File: src/rtl/st_pkg.sv
// Shared types and default geometry for the span sequencer and its tag pipe.
package st_pkg;

  localparam int unsigned ST_XW  = 12;
  localparam int unsigned ST_LAT = 2;

  typedef enum logic [1:0] {
    ST_IDLE = 2'd0,
    ST_LOAD = 2'd1,
    ST_RUN  = 2'd2
  } st_state_e;

  // Pixel tag carried alongside the stepper pipeline (default x width).
  typedef struct packed {
    logic              valid;
    logic [ST_XW-1:0]  x;
    logic              last;
  } st_tag_t;

endpackage

File: src/rtl/st_tag_pipe.sv
// LAT-deep stall-able shift register of pixel tags {valid, x, last}.
// Valid is the MSB of each tag; o_any_valid reports any occupied stage.
module st_tag_pipe #(
  parameter int unsigned TW  = 14,
  parameter int unsigned LAT = 2
) (
  input  logic          clk,
  input  logic          i_clr,
  input  logic          i_adv,
  input  logic [TW-1:0] i_tag,
  output logic [TW-1:0] o_tag,
  output logic          o_any_valid
);

  logic [TW-1:0] r_stage [LAT];

  // Shift one stage per advancing cycle; hold everything under stall.
  always_ff @(posedge clk) begin
    if (i_clr) begin
      for (int unsigned i = 0; i < LAT; i++) r_stage[i] <= '0;
    end else if (i_adv) begin
      r_stage[0] <= i_tag;
      for (int unsigned i = 1; i < LAT; i++) r_stage[i] <= r_stage[i-1];
    end
  end

  assign o_tag = r_stage[LAT-1];

  // OR of the valid bits across all stages.
  always_comb begin
    o_any_valid = 1'b0;
    for (int unsigned i = 0; i < LAT; i++) o_any_valid = o_any_valid | r_stage[i][TW-1];
  end

endmodule

File: src/rtl/st_span_ctl.sv
// Span sequencer: accepts one span from the edge walker, issues the stepper
// load strobe, steps once per pixel honouring downstream stall, and emits a
// pixel tag stream delayed by LAT to line up with the stepper outputs.
// Optional perf counters are built when ST_SPAN_PERF_EN is defined.
module st_span_ctl
  import st_pkg::*;
#(
  parameter int unsigned XW  = ST_XW,
  parameter int unsigned LAT = ST_LAT
`ifdef ST_SPAN_PERF_EN
  , parameter int unsigned CW = 16
`endif
) (
  input  logic          clk,
  input  logic          reset,
  input  logic          ew_st_valid,
  output logic          ew_st_ready,
  input  logic [XW-1:0] ew_st_xstart,
  input  logic [XW-1:0] ew_st_xend,
  input  logic          ew_st_left_major,
  input  logic          cc_st_stall,
  output logic          st_load,
  output logic          st_stall,
  output logic          st_left_major,
  output logic          st_pix_valid,
  output logic [XW-1:0] st_pix_x,
  output logic          st_pix_last,
  output logic          st_busy,
  output logic          st_span_done
`ifdef ST_SPAN_PERF_EN
  , output logic [CW-1:0] st_perf_spans
  , output logic [CW-1:0] st_perf_pixels
  , output logic [CW-1:0] st_perf_stalls
`endif
);

  localparam int unsigned   TW    = XW + 2;
  localparam logic [XW-1:0] X_ONE = {{(XW-1){1'b0}}, 1'b1};

  st_state_e     r_state, w_state_nxt;
  logic [XW-1:0] r_x, r_rem;
  logic          r_dir, r_empty_done;
  logic [XW:0]   w_cnt;
  logic          w_cnt_neg;
  logic          w_ready, w_accept, w_step, w_load, w_stall;
  logic [TW-1:0] w_tag_in, w_tag_out;
  logic          w_pipe_busy;

  // Signed pixel count minus one; negative means an empty span.
  assign w_cnt     = ew_st_left_major ? ({1'b0, ew_st_xend} - {1'b0, ew_st_xstart})
                                      : ({1'b0, ew_st_xstart} - {1'b0, ew_st_xend});
  assign w_cnt_neg = w_cnt[XW];

  // Next state, handshake and stepper controls; ready never looks at valid.
  always_comb begin
    w_state_nxt = r_state;
    w_ready     = 1'b0;
    w_accept    = 1'b0;
    w_step      = 1'b0;
    w_load      = 1'b0;
    w_stall     = 1'b1;
    case (r_state)
      ST_IDLE: w_ready = 1'b1;
      ST_LOAD: begin
        w_load      = 1'b1;
        w_state_nxt = ST_RUN;
      end
      ST_RUN: begin
        w_stall = cc_st_stall;
        w_step  = !cc_st_stall;
        w_ready = (r_rem == '0) && !cc_st_stall;
        if (w_step && (r_rem == '0)) w_state_nxt = ST_IDLE;
      end
      default: w_state_nxt = ST_IDLE;
    endcase
    if (w_ready && ew_st_valid) begin
      w_accept    = 1'b1;
      w_state_nxt = w_cnt_neg ? ST_IDLE : ST_LOAD;
    end
  end

  // State, span position and direction registers.
  always_ff @(posedge clk) begin
    if (reset) begin
      r_state      <= ST_IDLE;
      r_x          <= '0;
      r_rem        <= '0;
      r_dir        <= 1'b0;
      r_empty_done <= 1'b0;
    end else begin
      r_state      <= w_state_nxt;
      r_empty_done <= w_accept && w_cnt_neg;
      // A new span accepted on the final step overrides that step's update.
      if (w_accept && !w_cnt_neg) begin
        r_x   <= ew_st_xstart;
        r_rem <= w_cnt[XW-1:0];
        r_dir <= ew_st_left_major;
      end else if (w_step) begin
        r_x   <= r_dir ? (r_x + X_ONE) : (r_x - X_ONE);
        r_rem <= r_rem - X_ONE;
      end
    end
  end

  // Bubbles carry x=0 so idle outputs read as zero.
  assign w_tag_in = {w_step, (w_step ? r_x : {XW{1'b0}}), (w_step && (r_rem == '0))};

  st_tag_pipe #(
    .TW  (TW),
    .LAT (LAT)
  ) u_tag_pipe (
    .clk         (clk),
    .i_clr       (reset),
    .i_adv       (!cc_st_stall),
    .i_tag       (w_tag_in),
    .o_tag       (w_tag_out),
    .o_any_valid (w_pipe_busy)
  );

  assign st_pix_valid  = w_tag_out[TW-1];
  assign st_pix_x      = w_tag_out[TW-2:1];
  assign st_pix_last   = w_tag_out[0];
  assign st_span_done  = (st_pix_valid && st_pix_last && !cc_st_stall) || r_empty_done;
  assign st_busy       = (r_state != ST_IDLE) || w_pipe_busy;
  assign st_load       = w_load;
  assign st_stall      = w_stall;
  assign st_left_major = r_dir;
  // Held low while reset is asserted so every output except stall reads 0.
  assign ew_st_ready   = w_ready && !reset;

`ifdef ST_SPAN_PERF_EN
  logic [CW-1:0] r_perf_spans, r_perf_pixels, r_perf_stalls;

  // Saturating event counters.
  always_ff @(posedge clk) begin
    if (reset) begin
      r_perf_spans  <= '0;
      r_perf_pixels <= '0;
      r_perf_stalls <= '0;
    end else begin
      if (w_accept && !w_cnt_neg && (r_perf_spans != '1))
        r_perf_spans <= r_perf_spans + 1'b1;
      if (st_pix_valid && !cc_st_stall && (r_perf_pixels != '1))
        r_perf_pixels <= r_perf_pixels + 1'b1;
      if ((r_state == ST_RUN) && cc_st_stall && (r_perf_stalls != '1))
        r_perf_stalls <= r_perf_stalls + 1'b1;
    end
  end

  assign st_perf_spans  = r_perf_spans;
  assign st_perf_pixels = r_perf_pixels;
  assign st_perf_stalls = r_perf_stalls;
`endif

endmodule
File: config.mk
export PLATFORM = sky130hd
export DESIGN_NAME = st_span_ctl
export DESIGN_NICKNAME = d
export VERILOG_FILES = /design/src/rtl/st_pkg.sv /design/src/rtl/st_tag_pipe.sv /design/src/rtl/st_span_ctl.sv
export SDC_FILE = /design/constraint.sdc
export NUM_CORES = 1
export LEC_CHECK = 0
export ABC_AREA = 1
export CORE_MARGIN = 5
export CORE_UTILIZATION = 26
export DETAILED_ROUTE_END_ITERATION = 10
export GPL_TIMING_DRIVEN = 0
export SETUP_SLACK_MARGIN = 0.1
export SYNTH_ARGS = -nofsm -noshare
export SYNTH_HDL_FRONTEND = slang
export SYNTH_SLANG_ARGS = --single-unit
File: constraint.sdc
create_clock -name clk -period 2.45 [get_ports clk]
set_input_delay 0.49 -clock clk [delete_from_list [all_inputs] [get_ports clk]]
set_output_delay 0.49 -clock clk [all_outputs]
set_load 0.005 [all_outputs]
-- Word-level counts from Yosys, hierarchy flattened
Memories as Yosys holds them, arrays and structs flattened.
Index checks and enable logic that the tools add are counted.
- bits in registers: 28
- RAM bits: 28
- memories kept: 1
- add/sub/neg operators: 5
- equal/unequal tests: 4
- mux-type cells: 23
- bitwise logic cells: 3
- reduce and logical (&&, ||, !) cells: 18
- memories (memory ; words ; width ; rd ports ; clocked after memory_dff ; wr ports ; line ; RTL):
    u_tag_pipe.r_stage ; 2 ; 14 ; 2 ; 0 ; 2 ; st_tag_pipe.sv:15 ; logic [TW-1:0] r_stage [LAT];
- operators with widths (cell ; number):
    two-way mux 12 bit ; 6
    two-way mux 14 bit ; 2
    subtractor 12 x 12 -> 13 bit ; 2
    subtractor 12 x 1 -> 12 bit, second input constant ; 2
    two-way mux 13 bit ; 1
    adder 12 x 1 -> 12 bit, second input constant ; 1
    logical NOT 12 bit ; 1
    two-way mux 1 bit ; 10
    logical AND 1 bit ; 8
    case mux 2 bit (3 select lines) ; 1
    two-way mux 2 bit ; 2
    nonzero test 2 bit ; 2
    logical NOT 1 bit ; 3
    != test 3 bit, second input constant ; 1
    bitwise OR 1 bit ; 3
    equality test 2 x 1 -> 1 bit, second input constant ; 1
    equality test 2 bit, second input constant ; 1
    logical NOT 2 bit ; 1
    logical OR 1 bit ; 2
    != test 2 bit, second input constant ; 1
    case mux 1 bit (2 select lines) ; 1
    AND reduction 2 bit ; 1

-- Longest topological paths before layout
Gate-level depths: netlist (run 1).
- depth after elaboration: 7
- gate-level depth with buffers: 15
- gate-level depth less buffers: 15

-- Cells and area by module
From an unflattened synthesis (run 1), not the netlist that was laid out.
- cells, all modules: 744
- area total of the unflattened synthesis: 5029.8 um^2
- modules (own cells, without submodules) (module ; instances ; cells each ; area an instance (um^2) ; seq. area each (um^2)):
    st_span_ctl ; 1 ; 640 ; 3773.6 ; 560.5
    st_tag_pipe ; 1 ; 104 ; 1256.2 ; 840.8

-- Worst setup path after synthesis (run 1)
No wires, ideal clock.
- path kind: input -> register
- start: in ew_st_xstart[0]
- end: reg r_x[10]
- setup time: 0.128 ns
- data arrival time: 1.950 ns
- required time: 2.322 ns
- path slack: 0.373 ns
- stages: 14
- buffers on the path: 1
- cells stage by stage: inv_1 > ha_1 > fa_1 > inv_1 > nand2_1 > nand2_1 > nand2_1 > nand4_4 > nand3_4 > nand2_4 > buf_6 > nor2_1 > nor2_1 > nor2_1
- cells in the longest elaborated chain, start to end: 5
- elaborated cells on any way between the ends: 7
- those cells by class: add/sub: 2; mux: 2; reduce/logical: 3
- ends and longest elaborated chain (item ; line ; RTL):
    start, declared ; st_span_ctl.sv:18 ; input logic [XW-1:0] ew_st_xstart,
    subtractor 12 x 12 -> 13 bit, on equally long branches ; st_span_ctl.sv:51, st_span_ctl.sv:50 ;
    two-way mux 13 bit (*) ; st_span_ctl.sv:50 ; assign w_cnt = ew_st_left_major ? ({1'b0, ew_st_xend} - {1'b0, ew_st_xstart})
    logical NOT 1 bit (*) ; st_span_ctl.sv:94 ; if (w_accept && !w_cnt_neg) begin
    logical AND 1 bit (*) ; st_span_ctl.sv:94 ;
    two-way mux 12 bit / nonzero test 2 bit (equally long branches) ; - ;
    end signal, assigned ; st_span_ctl.sv:95 ; r_x <= ew_st_xstart;
    end signal, assigned ; st_span_ctl.sv:99 ; r_x <= r_dir ? (r_x + X_ONE) : (r_x - X_ONE);
    end, declared ; st_span_ctl.sv:41 ; logic [XW-1:0] r_x, r_rem;
Mark *: on every way between the ends. The rest lies on a longest branch, timed or not.
A chain may end at the register's enable or synchronous reset.

-- Final worst setup path (run 1)
- start: in ew_st_xstart[0]
- end: reg r_rem[9]
- cells in the longest elaborated chain, start to end: 5
- elaborated cells on any way between the ends: 7
- those cells by class: add/sub: 2; mux: 2; reduce/logical: 3
- ends and longest elaborated chain (item ; line ; RTL):
    subtractor 12 x 12 -> 13 bit, on equally long branches ; st_span_ctl.sv:51, st_span_ctl.sv:50 ;
    two-way mux 13 bit (*) ; st_span_ctl.sv:50 ;
    logical NOT 1 bit ; st_span_ctl.sv:94 ;
    logical AND 1 bit ; st_span_ctl.sv:94 ;
    two-way mux 12 bit / nonzero test 2 bit (equally long branches) ; - ;
    end signal, assigned ; st_span_ctl.sv:96 ; r_rem <= w_cnt[XW-1:0];
    end signal, assigned ; st_span_ctl.sv:100 ; r_rem <= r_rem - X_ONE;
    end, declared ; st_span_ctl.sv:41 ;
Marks and branches as above.

==> flow_summary.yaml, run 1 <==
timing:
  finClkSkew_ns: 0.00508
  timing.slew.headroom_pct: 61.8
  fin_crit_ns: 2.22
  slew_viol_final: 0
  max_freq_ghz: 0.450
  fin_setup_tns_ns: 0
  timing.final.ws_setup_ns: 0.228
  layout_worst_path_cycle_share_pct: 90.7
  finalSetupViolations: 0
  hold_viol: 0
  tightest_slew_ns: 0.572
  rsz0062_at_grt: "false"
setup_path:
  required_ns: 2.60
  path_max_fanout: 5
  crit_arrival_ns: 2.38
  critical_path_class: "input pin to register"
  r2r_start: "st_left_major"
  r2r_slack_ns: 0.24
  r2r-end: "r_x[6]"
  rr_worst_depth: 13
  startpoint_type: "input pin"
  cp-end-kind: "register"
yosys:
  ys_seq_area_share_pct: 28.8
  yosys.area.top_type: "edfxtp_1"
  synth_nets: 806
  synth_common_cells: "210 x nand2_1, 132 x inv_1, 107 x nor2_1"
  netlist-cell-type-count: 43
  yosysMostFrequentCell: "nand2_1"
  netlist_instances: 738
  ys.flop_type: "edfxtp_1"
  avgSynthCellArea_um2: 6.60
  synth_area_um2: 4870
  synth-seq-cells: 56
  yosysWarningCount: 0
  synth_edf_count: 28
  yosys.area.top_type_share_pct: 17.3
  synthTopCellsByArea: "edfxtp_1 17%, nand2_1 16%, dfxtp_1 12%"
  async_flop_share_pct: 0
floorplan:
  die_area_um2: 21600
  fp-row-count: 50
  fp.dieW_um: 147
  die-height_um: 147
  core_area_um2: 18600
  initial_core_util_pct: 26.2
  ios: 49
detailed_routing:
  drc: 0
  wl_um: 12800
  drtIter0Drc: 272
  vias_per_cell: 4.28
  wl_per_cell_um: 12.2
  vias: 4492
  ant_nets: 0
  drt_pre_antenna_iters: 5
layout:
  nets: 882
  drive_gt1_share_pct: 14.6
  utilization_pct: 32.9
  diodes: 0
  area_delta_synth_final_pct: 25.7
  instances_no_fill: 1049
  final_cell_area_um2: 6120
placement:
  place_inst: 1019
  place_area_um2: 5630
  port_buffers: 47
  detailed_place_hpwl_um: 10100
  pre_cts_ws_ns: -0.721
  gp_congestion: 0.903
clocking:
  clk_pin_slew_ns: 0.07
  clk-insertion-delay-late_ns: 0.29
  h-tree-depth: 2
  clock_path_buffers: 2
  clock_sinks: 56
  cts_buffers: 5
  ctsRootBufferMaster: "clkbuf_16"
  cts_tree: "done"
worst_hold_path:
  hp-class: "register to register"
  hold_path_depth: 1
  hold_end: "r_state[1]"
  hold_start: "r_state[1]"
global_route:
  overflow: 0
  grt_pass1_wl_um: 21700
  grt_max_degree: 29
  grt_use_total_pct: 12.1
  grt_antenna_before_repair: 0
  grt_pass1_vias: 4422
run:
  drv_cap: 0
power:
  peakVddDrop_v: 0.000298
  power.density_nw_per_um2: 514
  total_leakage_power_nw: 3.10
outcome:
  status: "complete, no violations"
==> per-stage QoR <==
stage / hold slack [ns] / total power [mW]
after floorplan: 0.460 / 2.03
after global placement: 0.486 / 2.35
after detailed placement: 0.482 / 2.36
after CTS: 0.494 / 3.13
after global routing: 0.477 / 3.40
final: 0.453 / 3.15
==> timing repair <==
item / in CTS / in global routing
gates cloned: 1 / 0
setup buffers: 8 / 13
gates resized for setup: 50 / 46
pin swaps: 5 / 9
hold buffers: 0 / 0
setup endpoints to repair: 55 / 54
==> layer usage <==
metal | track usage [%] | vias up | share of wire, %
li1 | - | 2420 | -
met1 | 17.1 | 1968 | 49
met2 | 20.2 | 95 | 45
met3 | 1.48 | 9 | 5.2
met4 | 1.79 | 0 | 0.74
met5 | 0 | - | 0
==> how the worst max path moves through the flow <==
| stage | startpoint | to | slack (ns) | cells after the start |
|---|---|---|---|---|
| 6_report | ew_st_xstart[0] | r_rem[9] | 0.23 | 15 |
| 5_1_grt | st_left_major | r_x[6] | 0.09 | 13 |
| 4_1_cts | cc_st_stall | st_stall | 0.08 | 6 |
| 3_5_place_dp | reset | u_tag_pipe.r_stage[0][18] | -0.72 | 4 |
| 3_3_place_gp | reset | u_tag_pipe.r_stage[0][18] | -0.76 | 4 |
| 2_1_floorplan | ew_st_xstart[0] | r_x[10] | 0.37 | 14 |
==> power breakdown <==
| group | switching, mW | total (mW) | internal [mW] | leakage [nW] |
|---|---|---|---|---|
| Combinational | 0.770 | 1.32 | 0.554 | 2.49 |
| Clock | 0.331 | 0.707 | 0.376 | 0.0635 |
| Sequential | 0.0603 | 1.12 | 1.06 | 0.542 |
==> cell families (layout without fill, tap and decap cells) <==
logic type                 Yosys count  count (layout)  synth area share, %
AOI/OAI and AO/OA                   56              56                 6.56
xor gates and xnor gates            19              19                 3.42
adders and majority gates           39              39                 10.5
buffers and inverters              162             239                 14.5
DFF                                 56              56                 28.8
muxes                                1               1                0.206
and+or+nand+nor                    405             405                 36.0
==> flip-flops by register name (all words and copies together) (netlist names) <==
| register | cells |
|---|---|
| r_empty_done | 1 |
| r_rem | 12 |
| r_state | 2 |
| r_x | 12 |
| st_left_major | 1 |
| u_tag_pipe.r_stage | 28 |
==> layout by cell type (no fill, tap or decap), drive strengths merged, types with 10 or more instances in the layout <==
cell type	count
dlymetal6s2s	11
nand2	218
nand3	54
buf	44
nor2	112
clkdlybuf4s50	20
clkbuf	20
o21ai	19
dfxtp	28
edfxtp	28
inv	131
ha	36
a21oi	25
xor2	10
==> critical path: stages <==
cell	delay (ns)
buf_2	0.13
inv_1	0.05
ha_2	0.20
fa_2	0.42
inv_2	0.07
nand2_1	0.07
nand2_1	0.06
nand2_1	0.08
nand4_4	0.13
nand2_4	0.07
nor2_4	0.23
buf_6	0.16
nand2_1	0.08
nand2_1	0.07
a21oi_1	0.06
==> cell type report <==
| class | instances | area [um^2] |
|---|---|---|
| fill | 2038 | 12500 |
| multi-input combinational | 520 | 2930 |
| sequential | 56 | 1400 |
| timing repair buffer | 69 | 631 |
| inverter | 135 | 515 |
| tap | 234 | 293 |
| buffer | 27 | 206 |
| clock buffer | 5 | 125 |
| clock inverter | 3 | 18.8 |
Note: power is estimated with default switching activity, not from simulation.
==> run 2, diff against run 1 <==
--- a/config.mk
+++ b/config.mk
@@ -6,10 +6,11 @@
 export NUM_CORES = 1
 export LEC_CHECK = 0
 export ABC_AREA = 1
-export CORE_MARGIN = 5
+export CORE_MARGIN = 8
 export CORE_UTILIZATION = 26
 export DETAILED_ROUTE_END_ITERATION = 10
 export GPL_TIMING_DRIVEN = 0
+export PLACE_DENSITY = 0.48
 export SETUP_SLACK_MARGIN = 0.1
 export SYNTH_ARGS = -nofsm -noshare
 export SYNTH_HDL_FRONTEND = slang
==> run 2 against run 1 <==
  * Combinational power barely moved
  * Critical path depth down 8
  * Wire length increased by 8.7%
  * Via count rose by 1.9%
  * Setup slack improved by 0.0086 ns
  * Highest routed layer unchanged
  * Cell count down 0.29%
  * Final area grew 0.41%
  * Critical endpoint is now ew_st_ready
  * Utilization rose by 0.25 points
==> flow_summary.yaml, run 2 (synthesis gave the netlist of run 1 again) <==
clocking:
  cts_buffers: 5
  clock_sinks: 56
  cts_tree: "done"
  h-tree-depth: 2
  clock_path_buffers: 2
  cts_hold_buffers: 0
  ctsRootBufferMaster: "clkbuf_16"
  clk_pin_slew_ns: 0.08
  clk-insertion-delay-late_ns: 0.30
floorplan:
  die_area_um2: 23400
  initial_core_util_pct: 26.3
  fp.dieW_um: 153
  fp-row-count: 50
  core_area_um2: 18500
  ios: 49
  die-height_um: 153
timing:
  rsz0062_at_grt: "false"
  timing.final.ws_setup_ns: 0.236
  max_freq_ghz: 0.452
  whs_ns: 0.464
  hold_viol: 0
  layout_worst_path_cycle_share_pct: 90.4
  fin_crit_ns: 2.21
  finalSetupViolations: 0
  finClkSkew_ns: 0.0140
  timing.slew.headroom_pct: 63.5
  tightest_slew_ns: 0.547
  slew_viol_final: 0
setup_path:
  r2r-end: "r_x[11]"
  critical_path_class: "register to output port"
  required_ns: 1.96
  crit_arrival_ns: 1.72
  startpoint_type: "register"
  cp-end-kind: "output port"
  r2r_slack_ns: 0.35
  path_max_fanout: 5
  rr_worst_depth: 14
  cp-endpoint: "ew_st_ready"
  crit_start: "r_rem[0]"
  r2r_start: "st_left_major"
layout:
  area_delta_synth_final_pct: 26.2
  largest_reg_flops: 28
  diodes: 0
  regArea_um2: 1410
  layout_common_cells: "207 x nand2_1, 124 x inv_1, 107 x nor2_1, 50 x nand3_1"
  reg_top3: "u_tag_pipe.r_stage (28), r_rem (12), r_x (12)"
  final_common_cell: "nand2_1"
  regMostFlops: "u_tag_pipe.r_stage"
  nets: 879
  multi_input_area_um2: 2940
  drive_gt1_share_pct: 14.5
  fill_cells: 2078
power:
  peakVddDrop_v: 0.000259
  switching_power_mw: 1.22
  pwr-share-seq_pct: 34.8
  comb_power_share_pct: 42.0
  power.density_nw_per_um2: 523
  total_leakage_power_nw: 3.12
  sw_frac_of_total_pct: 37.8
  intPower_mw: 2.00
  clkPwrFrac_pct: 23.2
placement:
  pre_cts_ws_ns: -0.843
  port_buffers: 47
  detailed_place_hpwl_um: 11100
  gp_congestion: 0.877
global_route:
  overflow: 0
  grt_antenna_before_repair: 0
  grt_pass1_vias: 4484
  grt_pass1_wl_um: 22600
  grt_use_total_pct: 11.9
  grt_max_degree: 29
detailed_routing:
  vias: 4579
  wl_per_cell_um: 13.3
  vias_per_cell: 4.38
  drt_pre_antenna_iters: 4
  wl_um: 13900
  drc: 0
  drtIter0Drc: 194
  ant_nets: 0
outcome:
  status: "complete, no violations"
worst_hold_path:
  hold_path_depth: 1
  hp-class: "register to register"
run:
  drv_cap: 0
[run 2: cell count changes in the layout (fill, tap and decap cells not counted), moves of 2 or more]
cell            previous run  this run
buf_6                     10         6
buf_4                     30        28
buf_8                      0         2
dlygate4sd2_1              5         3
dlymetal6s2s_1            11        13
[run 2: per-layer routing]
| layer | GRT usage, % | wire length [um] |
|---|---|---|
| met1 | 15.5 | 6600 |
| met2 | 20.1 | 6450 |
| met3 | 1.80 | 660 |
| met4 | 3.11 | 231 |
| met5 | 0 | 0 |
[run 2: worst min path at each step]
stage / start / to
final: r_state[1] / r_state[1]
after CTS: r_state[1] / r_state[1]
after global routing: r_state[1] / r_state[1]
after detailed placement: r_state[1] / r_state[1]
after floorplan: r_state[1] / r_state[1]
after global placement: r_state[1] / r_state[1]
[run 2: worst max-delay path, stage by stage (launching register included)]
cell	delay, ns
dfxtp_1	0.35
inv_2	0.11
ha_2	0.21
nand2_2	0.06
nor2_2	0.12
nand3_2	0.10
a21oi_2	0.20
dlygate4sd2_1	0.27
[run 2: per-stage QoR]
| stage | util [%] | cell area, um^2 | power [mW] | std cells | setup TNS [ns] |
|---|---|---|---|---|---|
| after floorplan | - | 4870 | 2.03 | 738 | 0 |
| after global placement | 30.4 | 5630 | 2.39 | 1019 | -40.39 |
| after detailed placement | 30.4 | 5630 | 2.39 | 1019 | -39.01 |
| after CTS | 32.4 | 6000 | 3.20 | 1039 | 0 |
| after global routing | 33.2 | 6140 | 3.46 | 1046 | 0 |
| final | 33.2 | 6140 | 3.22 | 1046 | 0 |
[run 2: what timing repair did]
action,CTS,global route
gates cloned,1,1
resized for setup,51,49
setup buffers,11,6
pin swaps,5,10
setup endpoints to repair,55,26
[run 2: cell type report]
class / count / area share [%]
plain buffers: 27 / 3.48
clock buffers: 5 / 2.04
clock inverters: 3 / 0.387
inverters: 135 / 8.39
multi-input cells: 520 / 47.9
flip-flops and latches: 56 / 22.9
well taps: 234 / 4.76
repair buffers: 66 / 10.2
[run 2: power by group through the flow]
stage / logic [mW] / registers [mW] / clock network [mW]
4_1_cts: 1.32 / 1.12 / 0.762
2_1_floorplan: 0.905 / 1.12 / 0
3_5_place_dp: 1.25 / 1.14 / 0
5_1_grt: 1.54 / 1.13 / 0.796
3_3_place_gp: 1.25 / 1.14 / 0
6_report: 1.35 / 1.12 / 0.745
==> run 3, diff against run 2 <==
--- a/config.mk
+++ b/config.mk
@@ -10,7 +10,7 @@
 export CORE_UTILIZATION = 26
 export DETAILED_ROUTE_END_ITERATION = 10
 export GPL_TIMING_DRIVEN = 0
-export PLACE_DENSITY = 0.48
+export PLACE_DENSITY = 0.49
 export SETUP_SLACK_MARGIN = 0.1
 export SYNTH_ARGS = -nofsm -noshare
 export SYNTH_HDL_FRONTEND = slang
==> constraint.sdc (replaced) <==
create_clock -name clk -period 1.9 [get_ports clk]
set_input_delay 0.38 -clock clk [delete_from_list [all_inputs] [get_ports clk]]
set_output_delay 0.38 -clock clk [all_outputs]
set_load 0.005 [all_outputs]
==> run 3 against run 2 <==
  * First-iteration DRC count is 16% higher
  * Worst hold slack got worse by 0.090 ns
  * Global-route usage increased by 0.63 points
  * Clock skew decreased by 0.0027 ns
  * Utilization is 4.0 points higher
  * Cell count up 2.9%
  * Count of clock-buffer cells in the layout rose by 1
  * Sequential cell count stayed put
  * Register-to-register slack worse by 0.24 ns
  * Sequential power up 30%
  * Critical path type is now input pin to register
  * Largest cell class unchanged
==> flow_summary.yaml, run 3 (synthesis gave the netlist of run 1 again) <==
layout:
  regArea_um2: 1420
  fill_cells: 1990
  drive_gt1_share_pct: 33.3
  nets: 909
  diodes: 0
  multi_input_area_um2: 3440
  layout_common_cells: "162 x nand2_1, 106 x inv_1, 95 x nor2_1, 57 x buf_4, 44 x nand2_2"
  largest_reg_flops: 28
  final_common_cell: "nand2_1"
  area_delta_synth_final_pct: 41.5
  regMostFlops: "u_tag_pipe.r_stage"
  final_cell_area_um2: 6890
  reg_top3: "u_tag_pipe.r_stage (28), r_rem (12), r_x (12)"
  instances_no_fill: 1076
floorplan:
  core_area_um2: 18500
  initial_core_util_pct: 26.3
  die-height_um: 153
  fp.dieW_um: 153
  fp-row-count: 50
  ios: 49
  die_area_um2: 23400
global_route:
  grt_pass1_wl_um: 23700
  grt_pass1_vias: 4592
  grt_max_degree: 29
  overflow: 0
  grt_antenna_before_repair: 0
  grt_use_total_pct: 12.5
power:
  intPower_mw: 2.92
  sw_frac_of_total_pct: 37.3
  clkPwrFrac_pct: 23.0
  switching_power_mw: 1.74
  total_leakage_power_nw: 3.34
  comb_power_share_pct: 45.7
  peakVddDrop_v: 0.000375
  power.density_nw_per_um2: 676
  pwr-share-seq_pct: 31.4
timing:
  hold_viol: 0
  finClkSkew_ns: 0.0113
  fin_crit_ns: 1.89
  rsz0062_at_grt: "true"
  max_freq_ghz: 0.530
  fin_setup_tns_ns: 0
  tightest_slew_ns: 0.591
  finalSetupViolations: 0
  whs_ns: 0.374
  slew_viol_final: 0
  layout_worst_path_cycle_share_pct: 99.3
  timing.slew.headroom_pct: 60.6
detailed_routing:
  drtIter0Drc: 225
  vias_per_cell: 4.32
  wl_um: 14700
  vias: 4646
  drt_pre_antenna_iters: 4
  wl_per_cell_um: 13.7
  ant_nets: 0
  drc: 0
worst_hold_path:
  hold_path_depth: 3
  hold_start: "ew_st_xstart[5]"
  hold_end: "r_x[5]"
  hp-class: "input pin to register"
setup_path:
  required_ns: 2.06
  startpoint_type: "input pin"
  path_max_fanout: 5
  r2r_start: "r_rem[0]"
  critical_path_class: "input pin to register"
  rr_worst_depth: 14
  r2r_slack_ns: 0.11
  crit_arrival_ns: 2.05
  cp-end-kind: "register"
  r2r-end: "r_x[7]"
clocking:
  clk-insertion-delay-late_ns: 0.30
  cts_buffers: 5
  clock_sinks: 56
  ctsRootBufferMaster: "clkbuf_16"
  h-tree-depth: 2
  cts_hold_buffers: 0
  clk_pin_slew_ns: 0.08
  clock_path_buffers: 2
  cts_tree: "done"
run:
  drv_cap: 0
placement:
  port_buffers: 47
  place_inst: 1019
  gp_congestion: 0.860
  place_area_um2: 5810
  detailed_place_hpwl_um: 11200
outcome:
  status: "complete, no violations"
## run 3: changes by cell type in the layout (fill, tap and decap cells not counted), moves of 8 or more
| cell | previous run | this run |
|---|---|---|
| ha_4 | 10 | 21 |
| nand2_4 | 2 | 10 |
| nor2_2 | 4 | 12 |
| ha_1 | 24 | 15 |
| inv_2 | 7 | 22 |
| dlymetal6s2s_1 | 13 | 3 |
| nand3_2 | 3 | 14 |
| nor2_1 | 107 | 95 |
| nand2_2 | 8 | 44 |
| nand3_1 | 50 | 38 |
| buf_4 | 28 | 57 |
| nand2_1 | 207 | 162 |
| inv_1 | 124 | 106 |
## run 3: routing by layer
| layer | routed length (um) | vias to the layer above | GRT usage (%) |
|---|---|---|---|
| li1 | - | 2475 | - |
| met1 | 6830 | 2089 | 15.9 |
| met2 | 7140 | 71 | 21.7 |
| met3 | 582 | 11 | 2.37 |
| met4 | 157 | 0 | 2.31 |
| met5 | 0 | - | 0 |
## run 3: critical path: stages
cell and delay (ns):
buf_12 0.12, ha_4 0.16, fa_2 0.36, inv_2 0.08, nand2_2 0.06, nand2_2 0.07, nand2_2 0.06, nand4_4 0.11
nand2_4 0.08, nor2_4 0.22, buf_6 0.19, nand2_4 0.05, nand2_2 0.04, a21oi_1 0.05
## run 3: metrics by stage
stage / worst slack, ns / util, % / power [mW]
final: 0.0139 / 37.2 / 4.66
after global placement: -1.25 / 31.4 / 3.14
after global routing: -0.0731 / 37.2 / 4.98
after detailed placement: -1.19 / 31.4 / 3.14
after floorplan: 0.0103 / - / 2.66
after CTS: -0.0493 / 35.4 / 4.46
## run 3: cell type report
type                       instances  area share, %
timing repair inverter             1          0.127
inverter                         135           7.86
sequential                        56           20.6
buffer                            27           3.34
timing repair buffer              95           11.5
multi-input combinational        520           49.9
tap                              234           4.25
clock buffer                       6           1.87
clock inverter                     2          0.509
## run 3: worst max-delay path by stage
stage,cells after the start,from,end
floorplan,14,ew_st_xend[0],r_x[10]
global placement,4,reset,u_tag_pipe.r_stage[0][18]
detailed placement,4,reset,u_tag_pipe.r_stage[0][19]
CTS,15,ew_st_xstart[0],r_rem[0]
global route,15,ew_st_xstart[0],r_rem[0]
finish,14,ew_st_xend[0],r_rem[9]
## run 3: power groups by stage
stage / registers [mW] / clock network [mW] / logic [mW]
finish: 1.46 / 1.07 / 2.13
global route: 1.48 / 1.12 / 2.38
CTS: 1.45 / 1.09 / 1.91
detailed placement: 1.47 / 0 / 1.67
global placement: 1.47 / 0 / 1.67
floorplan: 1.45 / 0 / 1.21
## run 3: repair_timing
item,4_1_cts,5_1_grt
cloned,2,1
resized for setup,178,114
pin swaps,36,29
endpoints found under the setup margin,79,75
buffers inserted,36,11
